`src/rtl/mux_8_1_rr_arbiter_pkg.sv`:
```
// Shared constants, state encodings and helpers for the 8-way round-robin nibble arbiter.
package mux_8_1_rr_arbiter_pkg;

  localparam int unsigned N_REQ  = 8;
  localparam int unsigned SEL_W  = 3;
  localparam int unsigned DATA_W = 4;
  localparam int unsigned CNT_W  = 4;

  localparam logic [0:0] IDLE  = 1'b0;
  localparam logic [0:0] GRANT = 1'b1;

  function automatic logic [N_REQ-1:0] onehot(input logic [SEL_W-1:0] idx);
    return N_REQ'(1) << idx;
  endfunction

endpackage

```
`src/rtl/mux_8_1_rr_arbiter_if.sv`:
```
// Request/data/grant bundle between the requesters and the arbiter.
interface mux_8_1_rr_arbiter_if;
  import mux_8_1_rr_arbiter_pkg::*;

  logic [N_REQ-1:0]  req;
  logic [DATA_W-1:0] d0, d1, d2, d3, d4, d5, d6, d7;
  logic [N_REQ-1:0]  gnt;
  logic [SEL_W-1:0]  sel;
  logic              valid;
  logic [DATA_W-1:0] y;
  logic [CNT_W-1:0]  hold_cnt;

  modport master (
    output req, d0, d1, d2, d3, d4, d5, d6, d7,
    input  gnt, sel, valid, y, hold_cnt
  );

  modport slave (
    input  req, d0, d1, d2, d3, d4, d5, d6, d7,
    output gnt, sel, valid, y, hold_cnt
  );

endinterface

```
`src/rtl/mux_8_1_rr_arbiter_rr_pick8.sv`:
```
// Rotating priority encoder: first set, non-excluded request at or after start_i, wrapping 7->0.
module rr_pick8
  import mux_8_1_rr_arbiter_pkg::*;
(
  input  logic [N_REQ-1:0] req_i,
  input  logic [SEL_W-1:0] start_i,
  input  logic [N_REQ-1:0] excl_i,
  output logic             found_o,
  output logic [SEL_W-1:0] idx_o
);

  logic [N_REQ-1:0] masked;
  logic [SEL_W-1:0] k;

  assign masked = req_i & ~excl_i;

  // Walk offsets from farthest to nearest so the nearest hit is the one left standing.
  always_comb begin
    found_o = 1'b0;
    idx_o   = '0;
    k       = '0;
    for (int i = N_REQ - 1; i >= 0; i--) begin
      k = start_i + SEL_W'(i);
      if (masked[k]) begin
        found_o = 1'b1;
        idx_o   = k;
      end
    end
  end

endmodule

```
`src/rtl/mux_8_1_rr_arbiter.sv`:
```
// Round-robin arbiter sharing one 8:1 nibble mux among eight requesters, with a bounded hold time.
module mux_8_1_rr_arbiter
  import mux_8_1_rr_arbiter_pkg::*;
#(
  parameter int unsigned MAX_HOLD = 4
) (
  input logic                   clk,
  input logic                   rst,
  mux_8_1_rr_arbiter_if.slave   bus
);

  localparam logic [CNT_W-1:0] HOLD_LIM = CNT_W'(MAX_HOLD - 1);
  localparam logic [CNT_W-1:0] HOLD_MAX = '1;

  logic [0:0]        state_q, state_d;
  logic [SEL_W-1:0]  ptr_q, ptr_d;
  logic [SEL_W-1:0]  sel_q, sel_d;
  logic [N_REQ-1:0]  gnt_q, gnt_d;
  logic [CNT_W-1:0]  hold_q, hold_d;

  logic              cur_req;
  logic              others;
  logic              keep;
  logic [N_REQ-1:0]  excl;
  logic              found;
  logic [SEL_W-1:0]  idx;
  logic [DATA_W-1:0] d_arr [N_REQ];

  assign cur_req = |(bus.req & gnt_q);
  assign others  = |(bus.req & ~gnt_q);
  assign keep    = cur_req && ((hold_q < HOLD_LIM) || !others);
  // A still-requesting owner is skipped only when someone else is waiting.
  assign excl    = (state_q == GRANT && cur_req && others) ? gnt_q : '0;

  rr_pick8 u_pick (
    .req_i   (bus.req),
    .start_i (ptr_q + SEL_W'(1)),
    .excl_i  (excl),
    .found_o (found),
    .idx_o   (idx)
  );

  always_comb begin
    state_d = state_q;
    ptr_d   = ptr_q;
    sel_d   = sel_q;
    gnt_d   = gnt_q;
    hold_d  = hold_q;
    unique case (state_q)
      IDLE: begin
        if (found) begin
          state_d = GRANT;
          sel_d   = idx;
          gnt_d   = onehot(idx);
          ptr_d   = idx;
          hold_d  = '0;
        end
      end
      GRANT: begin
        if (keep) begin
          hold_d = (hold_q == HOLD_MAX) ? hold_q : hold_q + CNT_W'(1);
        end else if (found) begin
          sel_d  = idx;
          gnt_d  = onehot(idx);
          ptr_d  = idx;
          hold_d = '0;
        end else begin
          state_d = IDLE;
          sel_d   = '0;
          gnt_d   = '0;
          hold_d  = '0;
        end
      end
      default: state_d = IDLE;
    endcase
  end

  always_ff @(posedge clk) begin
    if (rst) begin
      state_q <= IDLE;
      ptr_q   <= SEL_W'(N_REQ - 1);
      sel_q   <= '0;
      gnt_q   <= '0;
      hold_q  <= '0;
    end else begin
      state_q <= state_d;
      ptr_q   <= ptr_d;
      sel_q   <= sel_d;
      gnt_q   <= gnt_d;
      hold_q  <= hold_d;
    end
  end

  assign d_arr[0] = bus.d0;
  assign d_arr[1] = bus.d1;
  assign d_arr[2] = bus.d2;
  assign d_arr[3] = bus.d3;
  assign d_arr[4] = bus.d4;
  assign d_arr[5] = bus.d5;
  assign d_arr[6] = bus.d6;
  assign d_arr[7] = bus.d7;

  assign bus.gnt      = gnt_q;
  assign bus.sel      = sel_q;
  assign bus.valid    = (state_q == GRANT);
  assign bus.hold_cnt = hold_q;
  assign bus.y        = (state_q == GRANT) ? d_arr[sel_q] : '0;

endmodule

```
`src/flat_wrapper.sv`:
```
// flat-port wrapper written by rule: the top's interface ports become plain ports
module mux_8_1_rr_arbiter_flat import mux_8_1_rr_arbiter_pkg::*;
#(
  parameter int unsigned MAX_HOLD = 4
)
  (clk, rst, bus_req, bus_d0, bus_d1, bus_d2, bus_d3, bus_d4, bus_d5, bus_d6, bus_d7, bus_gnt, bus_sel, bus_valid, bus_y, bus_hold_cnt);
  mux_8_1_rr_arbiter_if bus_i ();
  input logic clk;
  input logic rst;
  input wire logic [$bits(bus_i.req)-1:0] bus_req;
  input wire logic [$bits(bus_i.d0)-1:0] bus_d0;
  input wire logic [$bits(bus_i.d1)-1:0] bus_d1;
  input wire logic [$bits(bus_i.d2)-1:0] bus_d2;
  input wire logic [$bits(bus_i.d3)-1:0] bus_d3;
  input wire logic [$bits(bus_i.d4)-1:0] bus_d4;
  input wire logic [$bits(bus_i.d5)-1:0] bus_d5;
  input wire logic [$bits(bus_i.d6)-1:0] bus_d6;
  input wire logic [$bits(bus_i.d7)-1:0] bus_d7;
  output wire logic [$bits(bus_i.gnt)-1:0] bus_gnt;
  output wire logic [$bits(bus_i.sel)-1:0] bus_sel;
  output wire logic [$bits(bus_i.valid)-1:0] bus_valid;
  output wire logic [$bits(bus_i.y)-1:0] bus_y;
  output wire logic [$bits(bus_i.hold_cnt)-1:0] bus_hold_cnt;
  assign bus_i.req = bus_req;
  assign bus_i.d0 = bus_d0;
  assign bus_i.d1 = bus_d1;
  assign bus_i.d2 = bus_d2;
  assign bus_i.d3 = bus_d3;
  assign bus_i.d4 = bus_d4;
  assign bus_i.d5 = bus_d5;
  assign bus_i.d6 = bus_d6;
  assign bus_i.d7 = bus_d7;
  assign bus_gnt = bus_i.gnt;
  assign bus_sel = bus_i.sel;
  assign bus_valid = bus_i.valid;
  assign bus_y = bus_i.y;
  assign bus_hold_cnt = bus_i.hold_cnt;
  mux_8_1_rr_arbiter #(.MAX_HOLD(MAX_HOLD)) u_core (.clk(clk), .rst(rst), .bus(bus_i));
endmodule
```
`config.mk`:
```
export PLATFORM = sky130hd
export DESIGN_NAME = mux_8_1_rr_arbiter_flat
export DESIGN_NICKNAME = d
export VERILOG_FILES = /design/src/rtl/mux_8_1_rr_arbiter_pkg.sv /design/src/rtl/mux_8_1_rr_arbiter_if.sv /design/src/rtl/mux_8_1_rr_arbiter_rr_pick8.sv /design/src/rtl/mux_8_1_rr_arbiter.sv /design/src/flat_wrapper.sv
export SDC_FILE = /design/constraint.sdc
export NUM_CORES = 1
export LEC_CHECK = 0
export CELL_PAD_IN_SITES_DETAIL_PLACEMENT = 0
export CELL_PAD_IN_SITES_GLOBAL_PLACEMENT = 1
export CORE_UTILIZATION = 33
export CTS_CLUSTER_SIZE = 28
export DETAILED_ROUTE_END_ITERATION = 12
export GPL_ROUTABILITY_DRIVEN = 1
export GPL_TIMING_DRIVEN = 0
export PLACE_DENSITY_LB_ADDON = 0.1
export SLEW_MARGIN = 25
export SYNTH_ARGS = -nofsm -noshare
export SYNTH_HDL_FRONTEND = slang
export SYNTH_SLANG_ARGS = --single-unit
```
`constraint.sdc`:
```
create_clock -name clk -period 3.2 [get_ports clk]
set_input_delay 0.64 -clock clk [delete_from_list [all_inputs] [get_ports clk]]
set_output_delay 0.64 -clock clk [all_outputs]
set_load 0.02 [all_outputs]
```
Word level (Yosys, flattened, before mapping). Cells that the tools add are included.

Add/subtract/negate cells: 9. Order comparisons: 10. Equality and inequality tests: 4. Shift-type cells: 1. Mux-type cells: 55. Bitwise logic cells: 7. Reductions and logical operators: 9.

Operator list (number): $mux W3 (13); $lt A3 B4 Y1 const B (8); $mux W8 (4); $and A8 B8 Y8 (3); $bmux W1 S3 (8); $mux W4 (6); $mux W1 (18); $not A8 Y8 (2); $pmux W8 S2 (1); $reduce_or A8 Y1 (2); $add A3 B3 Y3 const B (4); $bmux W4 S3 (1); $pmux W3 S2 (2); $pmux W4 S2 (1); $shl A1 B3 Y8 const A (1); $add A3 B1 Y3 const B (2); $add A3 B2 Y3 const B (2); $add A4 B1 Y4 const B (1); $eq A4 B4 Y1 const B (1); $ge A4 B4 Y1 const B (1); $lt A4 B2 Y1 const B (1); $not A3 Y4 (1); $reduce_and A2 Y1 (2); $logic_and A1 B1 Y1 (3); other kinds (7) (7).

Bits in registers: 19. Output and inout bits: 20. Word-level logic and storage cells: 100.

Depth between registers and ports, before layout.
Depth after elaboration: 21. Mapped depth: 16. Gate-level depth less buffers: 12.

Cells and area by module. Synthesis repeated with hierarchy kept, for this count alone.

Cells, all modules: 256. Area total of the unflattened synthesis: 2513.7 µm².

Modules (own cells, without submodules): mux_8_1_rr_arbiter (instances 1, cells each 137, area each 1272.5 µm²); rr_pick8 (instances 1, cells each 119, area each 1241.2 µm²).

Least setup slack after synthesis. OpenSTA, ideal clock, no wires.

Path kind: input -> register. Start point: input bus_req[0]. End point: register u_core.gnt_q[2] (netlist: u_core.bus.gnt[2]). Library setup time: 0.087 ns. Arrival time: 3.330 ns. Data required time: 3.113 ns. Path slack: -0.217 ns. Stages: 11. Buffers on the path: 2. Cells stage by stage: buf_6 a22o_1 o41a_1 buf_6 o211a_2 o22a_2 mux4_2 a221o_1 o211a_2 o21a_4 o31ai_1.

Cells in the longest elaborated chain, start to end: 21.

RTL lines: start: declaration (RTL line flat_wrapper.sv:10) `input wire logic [$bits(bus_i.req)-1:0] bus_req;`; $and A8 B8 Y8 (RTL line mux_8_1_rr_arbiter.sv:29) `assign cur_req = |(bus.req & gnt_q);`; $reduce_or A8 Y1 (RTL line mux_8_1_rr_arbiter.sv:29); $logic_and A1 B1 Y1 (2 in series) (RTL line mux_8_1_rr_arbiter.sv:33) `assign excl = (state_q == GRANT && cur_req && others) ? gnt_q : '0;`; $mux W8 (RTL line mux_8_1_rr_arbiter.sv:33); $not A8 Y8 (RTL line mux_8_1_rr_arbiter_rr_pick8.sv:15) `assign masked = req_i & ~excl_i;`; $and A8 B8 Y8 (RTL line mux_8_1_rr_arbiter_rr_pick8.sv:15); $bmux W1 S3 (RTL line mux_8_1_rr_arbiter_rr_pick8.sv:24) `if (masked[k]) begin`; $mux W1 (implied by the code) (RTL line mux_8_1_rr_arbiter_rr_pick8.sv:24); $mux W3 (8 in series) (RTL line mux_8_1_rr_arbiter_rr_pick8.sv:24); $shl A1 B3 Y8 (RTL line mux_8_1_rr_arbiter_pkg.sv:13) `return N_REQ'(1) << idx;`; $mux W8 (RTL line mux_8_1_rr_arbiter.sv:62) `end else if (found) begin`; $mux W8 (RTL line mux_8_1_rr_arbiter.sv:60) `if (keep) begin`; $pmux W8 S2 (RTL line mux_8_1_rr_arbiter.sv:49) `unique case (state_q)`; end signal: assignment (RTL line mux_8_1_rr_arbiter.sv:89) `gnt_q <= gnt_d;`; end: declaration (RTL line mux_8_1_rr_arbiter.sv:18) `logic [N_REQ-1:0] gnt_q, gnt_d;`.

Several ways; a longest one is shown, not always the timed one. The select of a mux whose other input is x is not followed. A chain may end at the register's enable or synchronous reset.

Final worst setup path.
Start point: input bus_req[1]. End point: register u_core.gnt_q[2] (netlist: u_core.bus.gnt[2]).

The elaborated chain is that of the path after synthesis.

==> results.json <==
{
  "yosys-top-cells-count": "43 x nand2_1, 20 x nor2_1, 19 x dfxtp_1",
  "die_y_um": 89.3,
  "relSlewSlack_pct": 60.2,
  "ys_seq_area_share_pct": 15.1,
  "synth_mux_area_share_pct": 14.7,
  "synth_top_family_by_area": "compound AO/OA/AOI/OAI gates",
  "grt_pass1_vias": 2980,
  "cpMaxStageDelayCell": "mux4_2",
  "use_met1_pct": 33.7,
  "port_buffers": 57,
  "seq_area_um2": 394,
  "worstPathArrival_ns": 3.48,
  "synth_edf_count": 0,
  "drive_gt1_share_pct": 34.7,
  "fin_ws_ns": -0.102,
  "diodes": 0,
  "clk_path_buf_depth": 2,
  "skew_ns": 0.00529,
  "antenna_found_initial": 0,
  "clock_latency_ns": 0.26,
  "period_share_pct": 103,
  "start_util_pct": 34.3,
  "leakage_nw": 1.50,
  "synth_top_area_share_pct": 15.1,
  "yosys.cell_types.count": 64,
  "pin_count": 62,
  "worst_hold_slack_ns": 0.495,
  "syn_inst": 324,
  "r2r_slack_ns": -0.07,
  "p_per_area_mw_per_mm2": 1270,
  "multi_input_area_mm2": 0.00240,
  "design.die.area_mm2": 0.00798,
  "wl_per_cell_um": 19.0,
  "ys_warn_count": 0,
  "yosys.area_share.simple_pct": 20.3,
  "top_usage_layer": "met2",
  "crit_path_start_kind": "primary input",
  "reg2reg_depth": 12,
  "holdBufCountCts": 0,
  "met3_usage_pct": 2.49,
  "syn_nets": 369,
  "final_nets": 472,
  "synth_most_common_cell": "nand2_1",
  "drc_errors": 0,
  "cp.required_ns": 3.37,
  "critPathMaxFanout": 7,
  "htree_levels": 1,
  "synthAdderAreaFrac_pct": 1.49,
  "hold_path.class": "register to register",
  "reg2reg_to": "u_core.bus.gnt[2]",
  "max-cap-violations": 0,
  "cpMostUsedCell": "o211a_4",
  "yosys-top-cells-area": "dfxtp_1 15%, mux4_2 11%, nand2_1 6.4%, a21oi_1 3.6%, nor2_1 3.0%",
  "ir_drop_v": 0.000636,
  "drt-initial-drc-count": 272,
  "min_period_ns": 3.30,
  "slowest_delay_ns": 0.50,
  "ctsRootBufferMaster": "clkbuf_8",
  "crit_family": "compound AO/OA/AOI/OAI gates",
  "gp_congestion": 0.887,
  "grt_max_degree": 13,
  "postSynth.asyncResetShare_pct": 0,
  "cts_tree": "done",
  "crit_chain": "buf_12 > a22o_1 > o41a_1 > buf_6 > o211a_4 > o22a_4 > mux4_2 > a221o_1 > o211a_4 > o21a_4 > o31ai_2",
  "first_pass_iters": 8,
  "failed_checks": "negative setup slack",
  "rsz0062_at_grt": "true",
  "min_path_cells": 2,
  "synth_largest_area_cell": "dfxtp_1",
  "synth-xor-area-share_pct": 3.08,
  "wirelength_um": 9980,
  "grt_use_met2_pct": 41.5,
  "max_freq_mhz": 303,
  "cp-end-kind": "register",
  "cts.sinks": 19,
  "hold-path-endpoint": "u_core.bus.hold_cnt[1]",
  "numCtsBuffers": 3,
  "area_growth_pct": 63.5,
  "finalMaxSlewViolations": 0,
  "grt_first_pass_wirelength_um": 15400,
  "min-delay-start": "u_core.bus.hold_cnt[1]",
  "setup.worst_path.class": "primary input to register",
  "syn_avg_cell_area_um2": 7.77,
  "grtUsageTotal_pct": 24.9,
  "hold_viol_final": 0,
  "core_area_mm2": 0.00733,
  "synth-main-ff-cell": "dfxtp_1",
  "via_per_inst": 6.30,
  "worstMarginPinSlew_ns": 0.597,
  "path_buf_inv": 2,
  "vias": 3307,
  "status": "finished with violations",
  "ant_nets": 0,
  "path_clk_slew_ns": 0.08,
  "grt_overflow": 0,
  "synth_area_mm2": 0.00252,
  "setup_tns_ns": -0.681,
  "die_w_um": 89.3,
  "timing.rr.start": "u_core.ptr_q[0]",
  "synth_compound_area_share_pct": 39.1,
  "setup_viol": 10,
  "fillers": 671,
  "rows": 31,
  "hpwlAfterDp_um": 7050,
  "p_total_w": 0.00522,
  "ys_ff_latch": 19
}
state kept, by name, summed over array words and instances, names as in the netlist:
name and cells:
u_core.bus.gnt 8, u_core.bus.hold_cnt 4, u_core.bus.sel 3, u_core.bus.valid 1, u_core.ptr_q 3
how the worst max path moves through the flow:
stage	slack (ns)	to	startpoint	depth (start not counted)
final	-0.10	u_core.bus.gnt[2]	bus_req[1]	11
after global routing	-0.27	u_core.bus.gnt[7]	bus_req[0]	13
after CTS	-0.12	u_core.bus.gnt[6]	bus_req[0]	11
after detailed placement	-1.21	u_core.bus.gnt[4]	bus_req[1]	12
after global placement	-1.23	u_core.bus.gnt[5]	bus_req[1]	12
after floorplan	-0.11	u_core.bus.gnt[3]	bus_req[5]	11
tightest hold or removal path: stages, from the launching register on:
cell and delay [ns]:
dfxtp_1 0.34, nand2_1 0.06, a21oi_1 0.05
what timing repair did:
item / CTS / global route
cloned: 1 / 1
resized for setup: 69 / 75
pin swaps: 21 / 38
setup buffers: 21 / 20
setup endpoints to repair: 19 / 21
endpoints found under the hold margin: 0 / 0
layer usage:
| metal | share of wire (%) | wire length (µm) |
|---|---|---|
| met5 | 0 | 0 |
| met4 | 3.0 | 302 |
| met3 | 8.3 | 830 |
| met2 | 47 | 4700 |
| met1 | 42 | 4150 |
metrics by stage:
stage	std cells	utilization, %	setup WS (ns)	cell area [µm²]
after global routing	525	56.1	-0.271	4110
after global placement	480	44.5	-1.23	3270
final	525	56.1	-0.102	4110
after detailed placement	480	44.5	-1.21	3270
after CTS	504	50.4	-0.122	3690
after floorplan	324	-	-0.109	2570
layout make-up:
cell class | count | area share [%]
Buffer | 23 | 4.29
Clock buffer | 3 | 1.00
Clock inverter | 1 | 0.183
Inverter | 10 | 1.00
Multi-Input combinational cell | 270 | 58.4
Sequential cell | 19 | 9.58
Tap cell | 99 | 3.01
Timing Repair Buffer | 100 | 22.5
power by group:
group          total [W]  internal (W)  switching, W  leakage (nW)
Clock           0.000173     0.0000878     0.0000853        0.0217
Sequential      0.000366      0.000299     0.0000664         0.160
Combinational    0.00468       0.00208       0.00259          1.32
layout by cell type, fill, tap and decap left out, types with 8 or more instances in the layout:
master and n:
dfxtp_1 10, clkdlybuf4s50_1 52, mux4_2 12, nand3_1 11, inv_1 8, a21oi_1 16, nand2_1 40, nor2_1 20
o21ai_0 9, buf_4 42, o211ai_1 9, dfxtp_2 8, nand4_1 10
cells by family after synthesis:
kind of cell	Yosys count
buffers and inverters	35
multiplexers	20
flip-flops	19
adder cells (fa/ha/maj)	3
AND/OR/NAND/NOR	110
XOR/XNOR	8
AO/OA/AOI/OAI	129
No activity file was read; power rests on OpenSTA's default activity.
